[src/rtl/decode_regfile_sb_if.sv]
// decode_regfile_sb_if: decode/issue/writeback bundle for the register file.
// master drives read indices, issue request and writeback; slave returns
// read data, stall and pending_any.
interface decode_regfile_sb_if #(
   parameter int DATA_W = 32,
   parameter int ADDR_W = 5
);
   logic [ADDR_W-1:0] rs, rt, issue_rd, rd;
   logic use_rs, use_rt, issue_valid, issue_wr, r_write;
   logic [DATA_W-1:0] w_data, dataA, dataB;
   logic stall, pending_any;
   modport master (
      output rs, rt, use_rs, use_rt, issue_valid, issue_wr, issue_rd, r_write, rd, w_data,
      input  dataA, dataB, stall, pending_any
   );
   modport slave (
      input  rs, rt, use_rs, use_rt, issue_valid, issue_wr, issue_rd, r_write, rd, w_data,
      output dataA, dataB, stall, pending_any
   );
endinterface

[src/rtl/decode_regfile_sb.sv]
// decode_regfile_sb: decode register file with write-pending scoreboard and issue stall.
// clk/rst: clock and synchronous active-high reset.
// bus (slave): rs/rt/use_rs/use_rt read side, issue_valid/issue_wr/issue_rd issue side,
// r_write/rd/w_data writeback; returns dataA/dataB, stall and registered pending_any.
module decode_regfile_sb #(
   parameter int DATA_W   = 32,
   parameter int ADDR_W   = 5,
   parameter int ZERO_REG = 1,
   parameter int BYPASS   = 1
) (
   input logic clk,
   input logic rst,
   decode_regfile_sb_if.slave bus
);
   localparam int N = 2 ** ADDR_W;
   localparam bit Z = (ZERO_REG != 0);
   localparam bit B = (BYPASS != 0);
   logic [DATA_W-1:0] r_regs [N];
   logic [N-1:0] r_pend, w_pend_nxt;
   logic r_pending_any;
   logic w_wr_en, w_set_en, w_byp_a, w_byp_b, w_hz_a, w_hz_b, w_stall;
   assign w_wr_en  = bus.r_write && !(Z && bus.rd == '0);
   assign w_byp_a  = B && bus.r_write && bus.rd == bus.rs;
   assign w_byp_b  = B && bus.r_write && bus.rd == bus.rt;
   // pend[0] never sets under ZERO_REG, so r0 needs no explicit hazard mask
   assign w_hz_a   = r_pend[bus.rs] && !w_byp_a;
   assign w_hz_b   = r_pend[bus.rt] && !w_byp_b;
   assign w_stall  = bus.issue_valid && ((bus.use_rs && w_hz_a) || (bus.use_rt && w_hz_b));
   assign w_set_en = bus.issue_valid && !w_stall && bus.issue_wr && !(Z && bus.issue_rd == '0);
   assign bus.dataA = (Z && bus.rs == '0) ? '0 : w_byp_a ? bus.w_data : r_regs[bus.rs];
   assign bus.dataB = (Z && bus.rt == '0) ? '0 : w_byp_b ? bus.w_data : r_regs[bus.rt];
   assign bus.stall = w_stall;
   assign bus.pending_any = r_pending_any;
   // set is applied after clear so a same-index issue re-marks the register
   always_comb begin
      w_pend_nxt = r_pend;
      if (w_wr_en) w_pend_nxt[bus.rd] = 1'b0;
      if (w_set_en) w_pend_nxt[bus.issue_rd] = 1'b1;
   end
   always_ff @(posedge clk) begin
      if (rst) begin
         for (int i = 0; i < N; i++) r_regs[i] <= '0;
         r_pend <= '0;
         r_pending_any <= 1'b0;
      end else begin
         if (w_wr_en) r_regs[bus.rd] <= bus.w_data;
         r_pend <= w_pend_nxt;
         r_pending_any <= |w_pend_nxt;
      end
   end
endmodule
[src/flat_wrapper.sv]
// flat-port wrapper written by rule: the top's interface ports become plain ports
module decode_regfile_sb_flat 
#(
   parameter int DATA_W   = 32,
   parameter int ADDR_W   = 5,
   parameter int ZERO_REG = 1,
   parameter int BYPASS   = 1
)
  (clk, rst, bus_rs, bus_rt, bus_use_rs, bus_use_rt, bus_issue_valid, bus_issue_wr, bus_issue_rd, bus_r_write, bus_rd, bus_w_data, bus_dataA, bus_dataB, bus_stall, bus_pending_any);
  decode_regfile_sb_if #(.DATA_W(DATA_W), .ADDR_W(ADDR_W)) bus_i ();
  input logic clk;
  input logic rst;
  input wire logic [$bits(bus_i.rs)-1:0] bus_rs;
  input wire logic [$bits(bus_i.rt)-1:0] bus_rt;
  input wire logic [$bits(bus_i.use_rs)-1:0] bus_use_rs;
  input wire logic [$bits(bus_i.use_rt)-1:0] bus_use_rt;
  input wire logic [$bits(bus_i.issue_valid)-1:0] bus_issue_valid;
  input wire logic [$bits(bus_i.issue_wr)-1:0] bus_issue_wr;
  input wire logic [$bits(bus_i.issue_rd)-1:0] bus_issue_rd;
  input wire logic [$bits(bus_i.r_write)-1:0] bus_r_write;
  input wire logic [$bits(bus_i.rd)-1:0] bus_rd;
  input wire logic [$bits(bus_i.w_data)-1:0] bus_w_data;
  output wire logic [$bits(bus_i.dataA)-1:0] bus_dataA;
  output wire logic [$bits(bus_i.dataB)-1:0] bus_dataB;
  output wire logic [$bits(bus_i.stall)-1:0] bus_stall;
  output wire logic [$bits(bus_i.pending_any)-1:0] bus_pending_any;
  assign bus_i.rs = bus_rs;
  assign bus_i.rt = bus_rt;
  assign bus_i.use_rs = bus_use_rs;
  assign bus_i.use_rt = bus_use_rt;
  assign bus_i.issue_valid = bus_issue_valid;
  assign bus_i.issue_wr = bus_issue_wr;
  assign bus_i.issue_rd = bus_issue_rd;
  assign bus_i.r_write = bus_r_write;
  assign bus_i.rd = bus_rd;
  assign bus_i.w_data = bus_w_data;
  assign bus_dataA = bus_i.dataA;
  assign bus_dataB = bus_i.dataB;
  assign bus_stall = bus_i.stall;
  assign bus_pending_any = bus_i.pending_any;
  decode_regfile_sb #(.DATA_W(DATA_W), .ADDR_W(ADDR_W), .ZERO_REG(ZERO_REG), .BYPASS(BYPASS)) u_core (.clk(clk), .rst(rst), .bus(bus_i));
endmodule
[config.mk]
export PLATFORM = sky130hd
export DESIGN_NAME = decode_regfile_sb_flat
export DESIGN_NICKNAME = d
export VERILOG_FILES = /design/src/rtl/decode_regfile_sb_if.sv /design/src/rtl/decode_regfile_sb.sv /design/src/flat_wrapper.sv
export SDC_FILE = /design/constraint.sdc
export NUM_CORES = 2
export LEC_CHECK = 0
export BUFFER_PORTS_ARGS = -buffer_cell sky130_fd_sc_hd__buf_2
export CAP_MARGIN = 30
export CORE_ASPECT_RATIO = 1.2
export CORE_MARGIN = 1.5
export CORE_UTILIZATION = 50
export CTS_CLUSTER_DIAMETER = 120
export DETAILED_ROUTE_END_ITERATION = 10
export HOLD_SLACK_MARGIN = 0.03
export PLACE_DENSITY = 0.76
export SLEW_MARGIN = 10
export SYNTH_ARGS = -nofsm -noshare
export SYNTH_HDL_FRONTEND = slang
export SYNTH_SLANG_ARGS = --single-unit
[constraint.sdc]
create_clock -name clk -period 4.8 [get_ports clk]
set_input_delay 0.24 -clock clk [delete_from_list [all_inputs] [get_ports clk]]
set_output_delay 0.24 -clock clk [all_outputs]
set_load 0.05 [all_outputs]
==> flow_metrics.py <==
metrics = {
    "die": {
        "initial_core_util_pct": 50.58,
        "die_area_sq_um": 116700,
        "coreArea_sq_um": 113300,
        "die_w_um": 312.1,
        "num_io_pins": 125,
        "die_h_um": 373.9,
        "num_rows": 135,
    },
    "synthesis": {
        "yosys.area.top_type_share_pct": 53.64,
        "synth_top_family_by_area": "multiplexers",
        "syn_area_per_cell_sq_um": 14.94,
        "synth_area_sq_um": 57320,
        "synth_edf_count": 1024,
        "synthMuxAreaShare_pct": 24.83,
        "synth_adder_area_share_pct": 0,
        "yosysTopAreaCell": "edfxtp_1",
        "ys_warn_count": 0,
        "synth_seq_cells": 1057,
        "synth_ff_type": "edfxtp_1",
        "synth_xor_area_share_pct": 0.1681,
        "synth-simple-area-share_pct": 13.28,
        "synth-compound-area-share_pct": 3.846,
        "synth_cells": 3836,
        "synth.distinct_cells": 61,
        "async_flop_share_pct": 0,
        "synth.area.top_cells": "edfxtp_1 54%, mux4_2 21%, and2_1 11%",
        "ys_seq_area_share_pct": 54.79,
    },
    "cts": {
        "cts_buffers": 104,
        "cts_tree": "built",
        "clk_pin_slew_ns": 0.07,
        "cts.sinks": 1057,
        "insertion_delay_ns": 0.72,
        "cts_root_buf": "clkbuf_16",
        "htree_num_levels": 3,
        "clock_path_buffers": 3,
    },
    "global_routing": {
        "grt_pass1_wl_mm": 273.0,
        "track_usage_pct": 32.94,
        "grt_pass1_vias": 38050,
        "antenna_found_initial": 20,
        "grt.overflow.total": 0,
        "grt_max_degree": 112,
    },
    "placed_design": {
        "io_buffers": 124,
        "gp_congestion": 0.9473,
        "placed_area_sq_um": 60200,
        "place_hpwl_mm": 116.5,
    },
    "critical_path": {
        "crit-reg2reg-launch": "u_core.r_pend[30]",
        "slowest_stage": "buf_4",
        "cpPeakStageDelay_ns": 0.73,
        "cp_data_arrival_time_ns": 3.54,
        "critPathBufInv": 3,
        "critPathMaxFanout": 68,
        "endpoint_kind": "primary output",
        "required_ns": 4.56,
        "crit_family": "buffers and inverters",
        "start_kind": "input port",
        "worstPathCellList": "buf_8 -> buf_4 -> mux4_2 -> mux2_2 -> a221oi_1 -> a211oi_1 -> a21oi_1 -> nor2_1 -> buf_2",
        "cp-startpoint": "bus_rs[1]",
        "path_class": "input port to primary output",
    },
    "detailed_routing": {
        "drt-total-wl_mm": 193.9,
        "ant_nets": 0,
        "drt_first_pass_iters": 5,
        "detail_route.wl_per_cell_um": 35.81,
        "viasPerCell": 7.042,
        "drt_iter0_drc": 6465,
        "drc_errors": 0,
        "dr_total_vias": 38130,
    },
    "cells_and_area": {
        "fill_cells": 8563,
        "syn2layout_area_growth_pct": 10.97,
        "final_cell_area_sq_um": 63610,
        "drive_above_1_share_pct": 27.33,
        "final_cell_mix": "1,024 x edfxtp_1, 1,002 x and2_1, 546 x mux4_2, 162 x mux2i_1, 113 x buf_2",
        "final_common_cell": "edfxtp_1",
        "nNetsFinal": 3874,
        "fin_util_pct": 56.13,
    },
    "hold_path": {
        "hold_path.class": "input port to register",
        "hold_path.startpoint": "bus_issue_wr",
    },
    "power": {
        "power_mw": 22.28,
        "peakVddDrop_uv": 348.6,
        "cellPowerDensity_nw_per_um2": 350.3,
        "p_leak_nw": 21.76,
        "p_clk_share_pct": 36.6,
        "internal-power_mw": 16.31,
        "p_seq_share_pct": 48.9,
        "sw_frac_of_total_pct": 26.82,
        "pwr-share-comb_pct": 14.5,
        "power.switching_mw": 5.976,
    },
    "timing": {
        "final_hold_viol_count": 0,
        "setup_tns_ns": 0,
        "fin_crit_sh_pct": 78.83,
        "fin_crit_ns": 3.784,
        "worst_pin_slew_ns": 1.109,
        "drv_slew": 0,
        "setup_viol_count_final": 0,
        "fin_skew_ns": 0.01769,
        "relSlewSlack_pct": 25.92,
        "rsz0062_at_grt": "false",
        "fmax_mhz": 264.3,
    },
    "job": {
        "maxCapViolations": 0,
    },
    "status": {
        "status": "completed",
    },
}
-- synth_stat cells, types with 16 or more instances --
cell and instances:
and2_1 1002, dfxtp_1 33, nand2b_1 18, a221oi_1 23
a21oi_1 60, o21ai_0 46, edfxtp_1 1024, a211oi_1 96
nor2_1 105, buf_1 22, mux2i_1 162, nand2_1 67
o22ai_1 30, buf_2 69, clkbuf_1 323, mux4_2 546
o211ai_1 16, mux2_2 28, nor2b_1 26
-- state kept, by name, indices dropped and copies added (netlist names) --
signal	count
u_core.bus.pending_any	1
u_core.r_regs	1024
u_core.r_pend	32
-- final cells by class --
cell class / count / area (sq um) / share of cell area, %
tap: 1507 / 1886 / 2.964
timing repair buffer: 267 / 2168 / 3.409
clock buffer: 127 / 2773 / 4.359
multi-input combinational: 2379 / 24790 / 38.96
antenna: 8 / 20.02 / 0.03147
inverter: 6 / 22.52 / 0.03540
sequential: 1057 / 31410 / 49.38
clock inverter: 64 / 546.8 / 0.8595
-- layer usage --
layer	GRT usage [%]	part of all wire [%]
met4	21.73	7.5
met5	0.3719	0.087
met2	52.42	47
met1	40.32	32
met3	7.716	13
-- worst paths after layout --
path / to / slack (ns) / cells after the start
worst max-delay path: bus_dataA[16] / 1.02 / 9
worst min-delay path: u_core.bus.pending_any / 0.10 / 5
worst max register to register: u_core.r_pend[12] / 1.44 / 8
worst min register to register: u_core.r_pend[22] / 0.53 / 2
-- kinds of logic after synthesis --
group | Yosys count
flops | 1057
other cells | 1
simple gates | 1280
xor+xnor | 11
buf+inv | 431
mux | 736
compound gates | 320
-- through the flow --
stage,cells,hold slack [ns],setup slack (ns)
final,5415,0.1010,1.016
after global routing,5409,0.1407,1.030
after CTS,5406,0.07807,1.159
after detailed placement,5209,0.5147,1.170
after global placement,5198,0.5128,1.170
after floorplan,3867,0.4382,1.005
-- tightest hold or removal path: cells and delay by family --
kind	cells	cell delay [ns]
AO/OA/AOI/OAI	1	0.13
AND/OR/NAND/NOR	3	0.33
buffers and inverters	1	0.10
-- power by group through the flow --
stage / logic [mW] / registers, mW / clock network (mW)
final: 3.23 / 10.9 / 8.16
after global routing: 3.30 / 10.9 / 8.46
after CTS: 3.17 / 10.9 / 8.14
after detailed placement: 3.16 / 11.1 / 0
after global placement: 3.12 / 11.0 / 0
after floorplan: 2.10 / 11.0 / 0
-- repair_timing --
| item | in CTS | in global routing |
|---|---|---|
| hold endpoints to repair | 25 | 0 |
| hold buffers | 6 | 0 |
| resized for setup | 0 | 0 |
| buffers inserted | 0 | 0 |
No activity file was read; power rests on OpenSTA's default activity.
